==> src/rtl/instruction_encoder.sv <==
// Packs symbolic MIPS instructions into 32-bit words and streams them into
// instruction memory at consecutive word addresses, one write per accepted handshake.
module instruction_encoder #(
  parameter int ADDR_W    = 8,
  parameter int DEPTH     = 256,
  parameter int BASE_ADDR = 0
) (
  input  logic              clk,
  input  logic              rst,
  input  logic              start,
  input  logic              stop,
  input  logic              in_valid,
  output logic              in_ready,
  input  logic [2:0]        op_sel,
  input  logic [4:0]        rs,
  input  logic [4:0]        rt,
  input  logic [4:0]        rd,
  input  logic [4:0]        shamt,
  input  logic [15:0]       imm,
  output logic              imem_we,
  output logic [ADDR_W-1:0] imem_addr,
  output logic [31:0]       imem_wdata,
  output logic              busy,
  output logic              full,
  output logic [ADDR_W:0]   count,
  output logic              err
);

  localparam logic [ADDR_W:0]   DEPTH_C = (ADDR_W+1)'(DEPTH);
  localparam logic [ADDR_W-1:0] BASE_C  = ADDR_W'(BASE_ADDR);

  typedef enum logic [1:0] {IDLE, LOAD, FULL} state_t;

  state_t          state_q, state_d;
  logic [ADDR_W:0] count_d;
  logic            err_d;
  logic            handshake;
  logic            legal;
  logic [31:0]     enc_word;

  assign in_ready  = (state_q == LOAD) && (count < DEPTH_C);
  assign handshake = in_valid && in_ready;
  assign legal     = handshake && (op_sel != 3'd7);
  assign busy      = (state_q != IDLE);
  assign full      = (state_q == FULL);

  always_comb begin
    enc_word = 32'h0;
    case (op_sel)
      3'd0: enc_word = {6'h00, rs, rt, rd, shamt, 6'h20};
      3'd1: enc_word = {6'h00, rs, rt, rd, shamt, 6'h21};
      3'd2: enc_word = {6'h00, rs, rt, rd, shamt, 6'h22};
      3'd3: enc_word = {6'h00, rs, rt, rd, shamt, 6'h24};
      3'd4: enc_word = {6'h08, rs, rt, imm};
      3'd5: enc_word = {6'h23, rs, rt, imm};
      3'd6: enc_word = {6'h2B, rs, rt, imm};
      default: enc_word = 32'h0;
    endcase
  end

  // start overrides stop; a handshake in the same cycle still counts against the old state
  always_comb begin
    state_d = state_q;
    count_d = count;
    err_d   = err;
    if (handshake && !legal) err_d = 1'b1;
    if (legal) begin
      count_d = count + 1'b1;
      if (count_d == DEPTH_C) state_d = FULL;
    end
    if (stop) state_d = IDLE;
    if (start) begin
      state_d = LOAD;
      count_d = '0;
      err_d   = 1'b0;
    end
  end

  always_ff @(posedge clk or posedge rst) begin
    if (rst) begin
      state_q    <= IDLE;
      count      <= '0;
      err        <= 1'b0;
      imem_we    <= 1'b0;
      imem_addr  <= '0;
      imem_wdata <= 32'h0;
    end else begin
      state_q <= state_d;
      count   <= count_d;
      err     <= err_d;
      imem_we <= legal;
      if (legal) begin
        imem_addr  <= BASE_C + count[ADDR_W-1:0];
        imem_wdata <= enc_word;
      end
    end
  end

endmodule
==> config.mk <==
export PLATFORM = sky130hd
export DESIGN_NAME = instruction_encoder
export DESIGN_NICKNAME = d
export VERILOG_FILES = /design/src/rtl/instruction_encoder.sv
export SDC_FILE = /design/constraint.sdc
export NUM_CORES = 1
export LEC_CHECK = 0
export CORE_ASPECT_RATIO = 0.8
export CORE_MARGIN = 3
export CORE_UTILIZATION = 43
export DETAILED_ROUTE_END_ITERATION = 10
export HOLD_SLACK_MARGIN = 0.02
export PLACE_DENSITY_LB_ADDON = 0.15
export SYNTH_ARGS = -nofsm -noshare
export SYNTH_HDL_FRONTEND = slang
export SYNTH_SLANG_ARGS = --single-unit
==> constraint.sdc <==
create_clock -name clk -period 2 [get_ports clk]
set_input_delay 0.3 -clock clk [delete_from_list [all_inputs] [get_ports clk]]
set_output_delay 0.3 -clock clk [all_outputs]
set_load 0.05 [all_outputs]
Word level (Yosys, flattened, before mapping)
Cells that the tools add are included.
- register bits after elaboration: 53
- input port bits: 44
- word-level logic and storage cells: 39
- add/subtract/negate cells: 1
- magnitude comparators: 1
- equal/unequal tests: 10
- mux-type cells: 9
- reductions and logical operators: 12
- operator list (kind ; count):
    $pmux W32 S7 ; 1
    $mux W9 ; 2
    $add A9 B1 Y9 const B ; 1
    $eq A3 B3 Y1 const B ; 3
    $eq A9 B9 Y1 const B ; 1
    $lt A9 B9 Y1 const B ; 1
    $mux W2 ; 4
    $eq A3 B2 Y1 const B ; 2
    $reduce_bool A2 Y1 ; 3
    $reduce_bool A3 Y1 ; 2
    $logic_and A1 B1 Y1 ; 4
    $eq A3 B1 Y1 const B ; 1
    $logic_not A3 Y1 ; 1
    $ne A3 B3 Y1 const B ; 1
    $eq A2 B1 Y1 const B ; 1
    $eq A2 B2 Y1 const B ; 1
    $mux W1 ; 2
    $reduce_and A2 Y1 ; 1
    $logic_not A1 Y1 ; 1

Depth between registers and ports, before layout
Gate-level depths: netlist of run 1.
- depth in word-level cells: 8
- mapped depth: 9

Least setup slack after synthesis of run 1
OpenSTA, ideal clock, no wires.
- path type: register -> output
- from: register count[8]
- to: output in_ready
- data arrival time: 1836 ps
- slack: -136 ps
- stages on the path, launching flop included: 2
- cell sequence: dfrtp_1 -> nor3b_1
- longest elaborated chain between the ends: 2
- RTL lines (item ; RTL line ; text):
    from (decl) ; 25 ; output logic [ADDR_W:0] count,
    from (signal assigned) ; 89 ; count <= count_d;
    $lt A9 B9 Y1 ; 41 ; assign in_ready = (state_q == LOAD) && (count < DEPTH_C);
    $logic_and A1 B1 Y1 ; 41 ;
    to (decl) ; 13 ; output logic in_ready,
Every way passes these cells.

Worst setup path after layout of run 1
- from: register count[1]
- to: output count[1]
No word-level cell between the ends.

==> impl_table.tex, run 1 <==
\begin{tabular}{lr}
\hline
Metric & Value \\
\hline
\multicolumn{2}{l}{\textbf{Worst setup path}} \\
CP Data Arrival Time & 1630 ps \\
Start-to-end type of the worst setup path & register to primary output \\
Type of origin of the critical path & register \\
Setup slack of the most critical reg-to-reg path & 350 ps \\
Depth of the worst register-to-register path & 5 \\
Biggest fanout along the worst timing path & 9 \\
Crit Reg-Reg Startpoint & count[0] \\
Reg-to-Reg End & state\_q[1] \\
Required time of the critical path & about 1700 ps \\
Worst setup EP type & primary output \\
\multicolumn{2}{l}{\textbf{Routing}} \\
Number of remaining DRC errors & 0 \\
Vias/cell & around 5.1 \\
Via Count & about 2,100 \\
Remaining antenna violation count after routing & 0 \\
Drt wl/cell & $\sim$14 um \\
Detailed-route wire length & just over 6000 um \\
1st-pass router iterations & 5 \\
Drt initial violations & 72 \\
\multicolumn{2}{l}{\textbf{Flow run}} \\
Max capacitance violation total & 0 \\
\multicolumn{2}{l}{\textbf{Yosys}} \\
Cell count after synthesis & 257 \\
Area of the mapped netlist & about 0.0023 mm2 \\
Yosys cell types & 41 \\
\#FFs+latches synth & 49 \\
Post-synth ARST share & 1.00 \\
Ys Warns & 0 \\
Top flip-flop cell by instance count after synthesis & dfrtp\_1 \\
Post-synth EDFFs & 0 \\
Syn\_area\_per\_cell & $\sim$9.1 um2 \\
Sequential-to-total area share from yosys stat & 0.525 \\
\multicolumn{2}{l}{\textbf{STA}} \\
Pin slew with the least headroom to its limit & approximately 520 ps \\
Setup repair after global routing missed its margin & no \\
Hold violation count in the final report & 0 \\
Max-slew violation total from the final report & 0 \\
Final setup violating endpoints & 0 \\
Final Critical Period & just under 2000 ps \\
Worst setup skew after layout & approximately 3.3 ps \\
Fraction of the cycle the final worst path needs & 0.967 \\
Sum Neg Setup Slack & 0 ps \\
F\_max & between 500 and 600 MHz \\
Headroom to the max-slew limit & 0.655 \\
\multicolumn{2}{l}{\textbf{Clocking}} \\
Master cell of the clock root buffer & clkbuf\_8 \\
Buffers inserted during post-CTS setup optimization & 0 \\
Clock-pin slew on the worst setup and hold paths & around 80 ps \\
Clock latency of the later-clocked register in the worst-skew pair & roughly 300 ps \\
Largest buffer count on any clock path & 2 \\
TritonCTS clock tree & done \\
Number of levels the H-tree was split into & 2 \\
Sink Count & 49 \\
Clock buffers created by TritonCTS & 5 \\
Cts-stage hold buffer count & 0 \\
\multicolumn{2}{l}{\textbf{Layout}} \\
Net total in the final layout & 403 \\
Count of fill cells added during filler insertion & approximately 440 \\
Area added between synthesis and finish & 49.1\% \\
Final std cells w/o fill & approximately 420 \\
Highest-count cells in the layout ignoring fill and taps & clkdlybuf4s50\_1 (85), nand2\_1 (67), dfrtp\_1 (48), buf\_4 (26), nor2\_1 (21) \\
Fraction of final layout cells with drive strength greater than 1 & 0.120 \\
Commonest non-fill, non-tap cell in the layout & clkdlybuf4s50\_1 \\
Inserted Diodes & 0 \\
\multicolumn{2}{l}{\textbf{Floorplanning}} \\
Overall die height & around 72 um \\
Core area & between 0.005 and 0.006 mm2 \\
Die Footprint & 0.00636 mm2 \\
Number of rows in the core area & 23 \\
Initial standard-cell utilization of the core & 0.456 \\
Ports placed on the boundary & 98 \\
Die X & 88.4 um \\
\multicolumn{2}{l}{\textbf{Place}} \\
Count of placed standard cells including taps & approximately 400 \\
Number of buffer cells added on primary ports & 95 \\
RD Place Congestion & 0.830 \\
Total half-perimeter wirelength after legalization and detailed placement & roughly 4500 um \\
\multicolumn{2}{l}{\textbf{Global routing}} \\
Initial antenna violation count & 0 \\
Number of global-route vias before repair & about 2,000 \\
Maximum number of pins on one net before global-route repair & 27 \\
Wire length of the first global-routing pass & just under 10,000 um \\
Remaining Overflow, GRT & 0 \\
Total routing resource utilization after global routing & 0.197 \\
\multicolumn{2}{l}{\textbf{Outcome}} \\
Outcome & finished clean \\
\multicolumn{2}{l}{\textbf{Worst hold path}} \\
Type of the worst min-delay path & input pin to asynchronous set/reset pin \\
\multicolumn{2}{l}{\textbf{Pwr}} \\
Peak ir drop on the vdd network & $\sim$0.56 mV \\
Leak pwr & about 1.6 nW \\
Pwr per Cell Area & $\sim$800 mW/mm2 \\
Final Total Pwr & between 2 and 3 mW \\
\hline
\end{tabular}
critical path, stage by stage, from the launching register on:
cell and delay, ps:
dfrtp_2 360, buf_4 160, clkdlybuf4s50_1 810
cells by family (layout without fill, tap and decap cells):
group	Yosys count	count (layout)	share of synthesized area
compound gates	48	48	0.121
xor+xnor	7	7	0.0262
fa+ha+maj	2	2	0.0107
buf+inv	27	126	0.0605
flops	49	49	0.525
mux	2	2	0.00857
other cells	1	2	0.00160
simple gates	121	121	0.247
power by group:
group | switching [mW] | internal, mW | total, mW
Sequential | 0.0613 | 1.09 | 1.15
Combinational | 0.615 | 0.349 | 0.964
Clock | 0.310 | 0.363 | 0.674
Total | 0.986 | 1.80 | 2.79
through the flow:
step / hold slack (ps) / worst slack (ps) / cell area [um2] / utilization
after global routing: 397 / 13.9 / 3490 / 0.681
after floorplan: 405 / 64.3 / 2350 / -
after CTS: 370 / 33.1 / 3480 / 0.680
after detailed placement: 464 / 174 / 3380 / 0.660
after global placement: 457 / 194 / 3380 / 0.660
final: 363 / 65.8 / 3490 / 0.681
how the worst max path moves through the flow:
stage	from	to	depth (start not counted)
after CTS	count[6]	count[6]	1
after global placement	in_valid	imem_wdata[14]	6
after floorplan	count[0]	state_q[1]	5
after global routing	count[8]	count[8]	1
final	count[1]	count[1]	2
after detailed placement	in_valid	imem_wdata[14]	6
final cells by class:
| type | count | area [um2] | share of cell area |
|---|---|---|---|
| inverters | 5 | 18.8 | 0.00538 |
| flip-flops and latches | 49 | 1230 | 0.352 |
| multi-input cells | 182 | 978 | 0.281 |
| repair buffers | 114 | 1080 | 0.310 |
| clock inverters | 2 | 35.0 | 0.0101 |
| well taps | 62 | 77.6 | 0.0223 |
| clock buffers | 5 | 68.8 | 0.0197 |
Yosys cell counts (4+ instances only):
cell	count	share of area
clkbuf_1	4	0.0064
buf_2	11	0.024
o21ai_0	14	0.030
xnor2_1	7	0.026
inv_1	4	0.0064
a31oi_1	4	0.011
nand2_1	67	0.11
a21oi_1	17	0.036
nor2_1	21	0.034
buf_4	5	0.016
dfrtp_1	49	0.52
nor4_1	5	0.013
nand3b_1	7	0.022
o22ai_1	6	0.016
registers in the layout, summed over array words and instances, names as in the netlist:
signal      flops
state_q         2
imem_addr       8
count           9
imem_wdata     28
err             1
imem_we         1
metal layers:
metal / up-vias / global-route usage / share of wire
met2: 77 / 0.288 / 0.45
met5: - / 0 / 0
li1: 1058 / - / -
met4: 0 / 0.0503 / 0.0096
met1: 990 / 0.297 / 0.46
met3: 7 / 0.0465 / 0.077
timing repair:
action | 4_1_cts | 5_1_grt
setup endpoints to repair | 1 | 2
pin swaps | 0 | 0
resized for setup | 1 | 2
endpoints found under the hold margin | 0 | 0
Power figures use the tool's default switching activity.
==> inputs of run 2 (changes only) <==
--- a/config.mk
+++ b/config.mk
@@ -11,6 +11,7 @@
 export DETAILED_ROUTE_END_ITERATION = 10
 export HOLD_SLACK_MARGIN = 0.02
 export PLACE_DENSITY_LB_ADDON = 0.15
+export RECOVER_POWER = 100
 export SYNTH_ARGS = -nofsm -noshare
 export SYNTH_HDL_FRONTEND = slang
 export SYNTH_SLANG_ARGS = --single-unit
==> run 2 against run 1 <==
Against the previous run: clock skew about the same; worst setup slack worse by 1.0 ps; sequential share of layout area is 0.64 points higher; first-iteration DRC count grew 13%; total power fell by 1.8%; wire length decreased by 0.12%; via count increased by 0.14%; cell area is 1.8% lower; sequential power is essentially flat; utilization shrank 1.2 points; cell count is the same; critical path type unchanged; largest power group unchanged; highest routed layer unchanged.
==> impl_table.tex, run 2 (synthesis results as in run 1) <==
\begin{tabular}{lr}
\hline
Metric & Value \\
\hline
\multicolumn{2}{l}{\textbf{Place}} \\
Total half-perimeter wirelength after legalization and detailed placement & 4550 um (unchanged) \\
RD Place Congestion & 0.830 (unchanged) \\
Number of buffer cells added on primary ports & 95 (unchanged) \\
\multicolumn{2}{l}{\textbf{Flow run}} \\
Max capacitance violation total & 0 (unchanged) \\
\multicolumn{2}{l}{\textbf{Layout}} \\
Inserted Diodes & 0 (unchanged) \\
Most flop-heavy register & imem\_wdata \\
Area added between synthesis and finish & 46.5\% \\
Registers with the most flip-flops & imem\_wdata: 28 flops, count: 9 flops, imem\_addr: 8 flops \\
Commonest non-fill, non-tap cell in the layout & nand2\_1 \\
Flip-flop count of the largest register, all copies and words added & 28 (unchanged) \\
Net total in the final layout & 403 (unchanged) \\
Highest-count cells in the layout ignoring fill and taps & nand2\_1 (67), dfrtp\_1 (48), clkdlybuf4s50\_1 (44), dlygate4sd3\_1 (41), nor2\_1 (21) \\
Share of the core filled with cells & 0.668 (-0.0122) \\
Fraction of final layout cells with drive strength greater than 1 & 0.0868 (-0.0336) \\
\multicolumn{2}{l}{\textbf{STA}} \\
Final Critical Period & 1940 ps (+1.03 ps) \\
Setup repair after global routing missed its margin & no \\
Worst setup skew after layout & 3.15 ps (-0.134 ps) \\
Max-slew violation total from the final report & 0 (unchanged) \\
Final setup violating endpoints & 0 (unchanged) \\
Headroom to the max-slew limit & 0.149 (-0.506) \\
Hold violation count in the final report & 0 (unchanged) \\
Pin slew with the least headroom to its limit & 1280 ps (+761 ps) \\
F\_max & 517 MHz (about the same) \\
Sum Neg Setup Slack & 0 ps (unchanged) \\
Fraction of the cycle the final worst path needs & 0.968 (about the same) \\
\multicolumn{2}{l}{\textbf{Floorplanning}} \\
Core area & 0.00512 mm2 (unchanged) \\
Initial standard-cell utilization of the core & 0.456 (unchanged) \\
Die X & 88.4 um (unchanged) \\
Number of rows in the core area & 23 (unchanged) \\
Die Footprint & 0.00636 mm2 (unchanged) \\
Ports placed on the boundary & 98 (unchanged) \\
Overall die height & 71.9 um (unchanged) \\
\multicolumn{2}{l}{\textbf{Clocking}} \\
TritonCTS clock tree & done \\
Clock buffers created by TritonCTS & 5 (unchanged) \\
Sink Count & 49 (unchanged) \\
Largest buffer count on any clock path & 2 (unchanged) \\
Cts-stage hold buffer count & 0 (unchanged) \\
Clock-pin slew on the worst setup and hold paths & 80 ps (about the same) \\
Buffers inserted during post-CTS setup optimization & 0 (unchanged) \\
Master cell of the clock root buffer & clkbuf\_8 \\
Number of levels the H-tree was split into & 2 (unchanged) \\
Clock latency of the later-clocked register in the worst-skew pair & 300 ps (about the same) \\
\multicolumn{2}{l}{\textbf{Worst setup path}} \\
CP Data Arrival Time & 1640 ps (about the same) \\
Required time of the critical path & 1700 ps (about the same) \\
Worst setup path start & count[1] \\
Type of origin of the critical path & register \\
Worst setup EP type & primary output \\
Crit Reg-Reg Startpoint & count[8] \\
Biggest fanout along the worst timing path & 9 (unchanged) \\
Setup slack of the most critical reg-to-reg path & 220 ps (-130 ps) \\
Start-to-end type of the worst setup path & register to primary output \\
\multicolumn{2}{l}{\textbf{Global routing}} \\
Initial antenna violation count & 0 (unchanged) \\
Wire length of the first global-routing pass & 9780 um (unchanged) \\
Number of global-route vias before repair & 1,997 (unchanged) \\
Maximum number of pins on one net before global-route repair & 27 (unchanged) \\
Total routing resource utilization after global routing & 0.197 (unchanged) \\
Remaining Overflow, GRT & 0 (unchanged) \\
\multicolumn{2}{l}{\textbf{Routing}} \\
Via Count & 2,135 (+0.14\%) \\
Drt initial violations & 81 (+13\%) \\
Remaining antenna violation count after routing & 0 (unchanged) \\
Vias/cell & 5.10 (+0.14\%) \\
Drt wl/cell & 14.4 um (-0.12\%) \\
Detailed-route wire length & 6030 um (-0.12\%) \\
Number of remaining DRC errors & 0 (unchanged) \\
1st-pass router iterations & 4 (-1) \\
\multicolumn{2}{l}{\textbf{Outcome}} \\
Outcome & finished clean \\
\multicolumn{2}{l}{\textbf{Pwr}} \\
Pwr per Cell Area & 800 mW/mm2 (about the same) \\
Final Total Pwr & 2.74 mW (-1.8\%) \\
Peak ir drop on the vdd network & 0.551 mV (-1.9\%) \\
Leak pwr & 1.56 nW (-2.4\%) \\
\multicolumn{2}{l}{\textbf{Worst hold path}} \\
Type of the worst min-delay path & register to register \\
Worst hold path startpoint & imem\_addr[7] \\
\hline
\end{tabular}
[run 2: changes by cell type in the layout (fill, tap and decap cells not counted), moves of 2 or more]
cell             before  now
dlygate4sd3_1         0   41
clkbuf_2              0    3
clkdlybuf4s50_1      85   44
buf_4                26   13
dlymetal6s2s_1        2    0
clkbuf_1              0   12
inv_2                 2    0
[run 2: area by class of cell]
type / instances / area [um2]
clock buffers: 5 / 68.8
clock inverters: 2 / 35.0
fillers: 455 / 1700
inverters: 5 / 18.8
multi-input cells: 182 / 978
flip-flops and latches: 49 / 1230
well taps: 62 / 77.6
repair buffers: 114 / 1020
[run 2: metal layers]
| layer | vias up | part of all wire | global-route usage | wire [um] |
|---|---|---|---|---|
| met5 | - | 0 | 0 | 0 |
| met4 | 0 | 0.0096 | 0.0503 | 58 |
| met3 | 7 | 0.073 | 0.0465 | 439 |
| met2 | 73 | 0.45 | 0.288 | 2730 |
| met1 | 993 | 0.46 | 0.297 | 2800 |
| li1 | 1062 | - | - | - |
[run 2: repair_timing]
action,4_1_cts,5_1_grt
pin swaps,0,0
setup endpoints to repair,1,2
gates resized for setup,1,2
[run 2: worst paths after layout]
check / cells past startpoint / to
setup / recovery: 2 / count[1]
max in group asynchronous: 3 / count[1]
setup reg to reg: 6 / imem_wdata[19]
min in group asynchronous: 3 / imem_wdata[17]
hold / removal: 2 / imem_addr[7]
hold reg to reg: 2 / imem_addr[7]
[run 2: worst max-delay path, cell delays in order (launching register included)]
cell and delay [ps]:
dfrtp_2 360, buf_4 160, clkdlybuf4s50_1 810
[run 2: per-stage QoR]
step | area (um2) | std cells | worst slack (ps) | hold slack (ps)
6_report | 3420 | 419 | 64.8 | 472
4_1_cts | 3480 | 419 | 33.1 | 370
5_1_grt | 3420 | 419 | 13.9 | 496
3_3_place_gp | 3380 | 412 | 194 | 457
2_1_floorplan | 2350 | 258 | 64.3 | 405
3_5_place_dp | 3380 | 412 | 174 | 464
[run 2: where the power goes]
group	total (mW)	internal, mW	switching, mW
combinational	0.915	0.301	0.614
sequential	1.15	1.09	0.0569
clock	0.675	0.363	0.311
total	2.74	1.76	0.982
==> inputs of run 3 (changes only) <==
--- a/config.mk
+++ b/config.mk
@@ -9,6 +9,7 @@
 export CORE_MARGIN = 3
 export CORE_UTILIZATION = 43
 export DETAILED_ROUTE_END_ITERATION = 10
+export GPL_ROUTABILITY_DRIVEN = 0
 export HOLD_SLACK_MARGIN = 0.02
 export PLACE_DENSITY_LB_ADDON = 0.15
 export RECOVER_POWER = 100
==> constraint.sdc (replaced) <==
create_clock -name clk -period 1.8 [get_ports clk]
set_input_delay 0.45 -clock clk [delete_from_list [all_inputs] [get_ports clk]]
set_output_delay 0.45 -clock clk [all_outputs]
set_load 0.05 [all_outputs]
==> run 3 against run 2 <==
Against the previous run: hold slack improved by 7.4 ps; die area unchanged; non-clock buffer count increased by 12; total power increased by 12%; sequential share of layout area decreased by 0.18 points; clock skew increased by 3.2 ps; sequential cell count unchanged; combinational power increased by 5.4%; critical path type is now register to register; highest routed layer unchanged.
==> impl_table.tex, run 3 (synthesis results as in run 1) <==
\begin{tabular}{lr}
\hline
Metric & Value \\
\hline
\multicolumn{2}{l}{\textbf{Clocking}} \\
Number of levels the H-tree was split into & 2 (unchanged) \\
Clock buffers created by TritonCTS & 5 (unchanged) \\
Sink Count & 49 (unchanged) \\
Largest buffer count on any clock path & 2 (unchanged) \\
TritonCTS clock tree & done \\
Master cell of the clock root buffer & clkbuf\_8 \\
Clock-pin slew on the worst setup and hold paths & 90 ps (about the same) \\
Clock latency of the later-clocked register in the worst-skew pair & 300 ps (about the same) \\
\multicolumn{2}{l}{\textbf{STA}} \\
Final setup violating endpoints & 0 (unchanged) \\
WHS & 479 ps (+7.36 ps) \\
Max-slew violation total from the final report & 0 (unchanged) \\
Setup slack of the critical path after layout & 80.7 ps (+15.9 ps) \\
Pin slew with the least headroom to its limit & 619 ps (-658 ps) \\
F\_max & roughly 580 MHz \\
Hold violation count in the final report & 0 (unchanged) \\
Worst setup skew after layout & 6.31 ps (+3.16 ps) \\
Final Critical Period & about 1700 ps \\
Setup repair after global routing missed its margin & no \\
Fraction of the cycle the final worst path needs & 0.955 \\
Headroom to the max-slew limit & 0.589 (+0.440) \\
\multicolumn{2}{l}{\textbf{Floorplanning}} \\
Ports placed on the boundary & 98 (unchanged) \\
Core area & 0.00512 mm2 (unchanged) \\
Die Footprint & 0.00636 mm2 (unchanged) \\
Initial standard-cell utilization of the core & 0.456 (unchanged) \\
Overall die height & 71.9 um (unchanged) \\
Die X & 88.4 um (unchanged) \\
Number of rows in the core area & 23 (unchanged) \\
\multicolumn{2}{l}{\textbf{Worst setup path}} \\
Depth of the worst register-to-register path & 5 (-1) \\
Worst path cell trace & ha\_4 > inv\_1 > or3\_2 > and4b\_1 > a31o\_1 \\
Largest incremental delay on the critical path & 490 ps (-320 ps) \\
Required time of the critical path & 2000 ps (+300 ps) \\
Setup slack of the most critical reg-to-reg path & 80 ps (-140 ps) \\
Start-to-end type of the worst setup path & register to register \\
Kind of cell adding the most delay to the critical path & simple AND/OR/NAND/NOR gates \\
Slowest cell on crit path & dfrtp\_1 \\
Worst setup EP type & register \\
Worst setup path start & count[0] \\
CP Data Arrival Time & 1920 ps (+280 ps) \\
Buffer and inverter count on the worst path & 1 (-1) \\
Crit Reg-Reg Startpoint & count[0] \\
Type of origin of the critical path & register \\
Reg-to-Reg End & state\_q[1] \\
Biggest fanout along the worst timing path & 6 (-3) \\
\multicolumn{2}{l}{\textbf{Routing}} \\
Number of remaining DRC errors & 0 (unchanged) \\
Vias/cell & 5.12 (+0.53\%) \\
Detailed-route wire length & 6490 um (+7.5\%) \\
Via Count & 2,213 (+3.7\%) \\
Drt wl/cell & 15.0 um (+4.3\%) \\
Remaining antenna violation count after routing & 0 (unchanged) \\
Drt initial violations & 95 (+17\%) \\
1st-pass router iterations & 4 (unchanged) \\
\multicolumn{2}{l}{\textbf{Global routing}} \\
Wire length of the first global-routing pass & 10,500 um (+7.5\%) \\
Number of global-route vias before repair & 2,179 (+9.1\%) \\
Remaining Overflow, GRT & 0 (unchanged) \\
Maximum number of pins on one net before global-route repair & 50 (+85\%) \\
Total routing resource utilization after global routing & 0.209 (+0.0123) \\
Initial antenna violation count & 0 (unchanged) \\
\multicolumn{2}{l}{\textbf{Layout}} \\
Net total in the final layout & 415 (+3.0\%) \\
Most flop-heavy register & imem\_wdata \\
Commonest non-fill, non-tap cell in the layout & nand2\_1 \\
Inserted Diodes & 0 (unchanged) \\
Multi-input gate area in the final layout & 991 um2 (+1.3\%) \\
Register Area & 0.00123 mm2 (+0.31\%) \\
Area added between synthesis and finish & 47.6\% \\
Highest-count cells in the layout ignoring fill and taps & nand2\_1 (67), dfrtp\_1 (45), clkdlybuf4s50\_1 (42), clkbuf\_1 (38), nor2\_1 (21) \\
Registers with the most flip-flops & imem\_wdata: 28 flops, count: 9 flops, imem\_addr: 8 flops \\
Count of fill cells added during filler insertion & 435 (-4.4\%) \\
Fraction of final layout cells with drive strength greater than 1 & 0.176 (+0.0888) \\
Flip-flop count of the largest register, all copies and words added & 28 (unchanged) \\
\multicolumn{2}{l}{\textbf{Pwr}} \\
Share of power burned in the clock network & 0.267 (+0.021) \\
Cell-internal power & 1.94 mW (+11\%) \\
Combinational power share & 0.314 (-0.020) \\
Sw frac & 0.368 (+0.00893) \\
Total net switching power & 1.13 mW (+15\%) \\
Pwr per Cell Area & 890 mW/mm2 (+11\%) \\
Peak ir drop on the vdd network & 0.523 mV (-5.1\%) \\
Leak pwr & 1.55 nW (-0.35\%) \\
Proportion of power drawn by flip-flops and latches & 0.419 (about the same) \\
Final Total Pwr & 3.07 mW (+12\%) \\
\multicolumn{2}{l}{\textbf{Worst hold path}} \\
End point of the most critical hold path & imem\_wdata[16] \\
Number of cells on the worst hold path & 2 (unchanged) \\
Type of the worst min-delay path & register to register \\
Worst hold path startpoint & imem\_wdata[16] \\
\multicolumn{2}{l}{\textbf{Place}} \\
Total half-perimeter wirelength after legalization and detailed placement & 4810 um (+5.8\%) \\
Number of buffer cells added on primary ports & 95 (unchanged) \\
Worst Setup Slack post-DPL & -131 ps (-305 ps) \\
\multicolumn{2}{l}{\textbf{Flow run}} \\
Max capacitance violation total & 0 (unchanged) \\
\multicolumn{2}{l}{\textbf{Outcome}} \\
Outcome & finished clean \\
\hline
\end{tabular}
run 3: stage by stage:
| step | instances | instance area [um2] | setup TNS, ps | util |
|---|---|---|---|---|
| final | 432 | 3450 | 0 | 0.674 |
| after global routing | 432 | 3450 | 0 | 0.674 |
| after CTS | 431 | 3650 | 0 | 0.712 |
| after detailed placement | 423 | 3530 | -2680 | 0.689 |
| after global placement | 423 | 3530 | -2200 | 0.689 |
| after floorplan | 258 | 2360 | -5.70 | - |
run 3: worst max path at each step:
stage	endpoint	depth (start not counted)
finish	state_q[1]	5
global route	state_q[1]	5
CTS	in_ready	3
detailed placement	imem_wdata[15]	6
global placement	imem_wdata[15]	6
floorplan	in_ready	1
run 3: worst reg2reg max path, delay by kind of cell, from the launching register on:
kind	cells	cell delay [ps]
buf+inv	1	90
flops	1	490
fa+ha+maj	1	210
simple gates	2	660
compound gates	1	170
run 3: repair_timing:
item / CTS / global route
endpoints found under the setup margin: 0 / 1
hold endpoints to repair: 0 / 0
resized for setup: 0 / 1
hold buffers: 0 / 0
buffers inserted: 0 / 1
run 3: layer usage:
metal | track usage | vias up | wire length, um
li1 | - | 1083 | -
met1 | 0.293 | 1043 | 2830
met2 | 0.335 | 83 | 3120
met3 | 0.0477 | 4 | 506
met4 | 0.0470 | 0 | 34
met5 | 0 | - | 0
run 3: power groups by stage:
stage / sequential [mW] / clock (mW) / combinational [mW]
final: 1.29 / 0.819 / 0.964
after detailed placement: 1.31 / 0 / 1.07
after global placement: 1.31 / 0 / 1.06
after global routing: 1.30 / 0.885 / 1.03
after CTS: 1.29 / 0.833 / 1.08
after floorplan: 1.70 / 0 / 0.271
run 3: final cells by class:
cell class              instances  area share
clock buffers                   6      0.0239
inverters                       5     0.00544
flip-flops and latches         49       0.357
multi-input cells             182       0.287
well taps                      62      0.0225
repair buffers                126       0.293
clock inverters                 2      0.0109
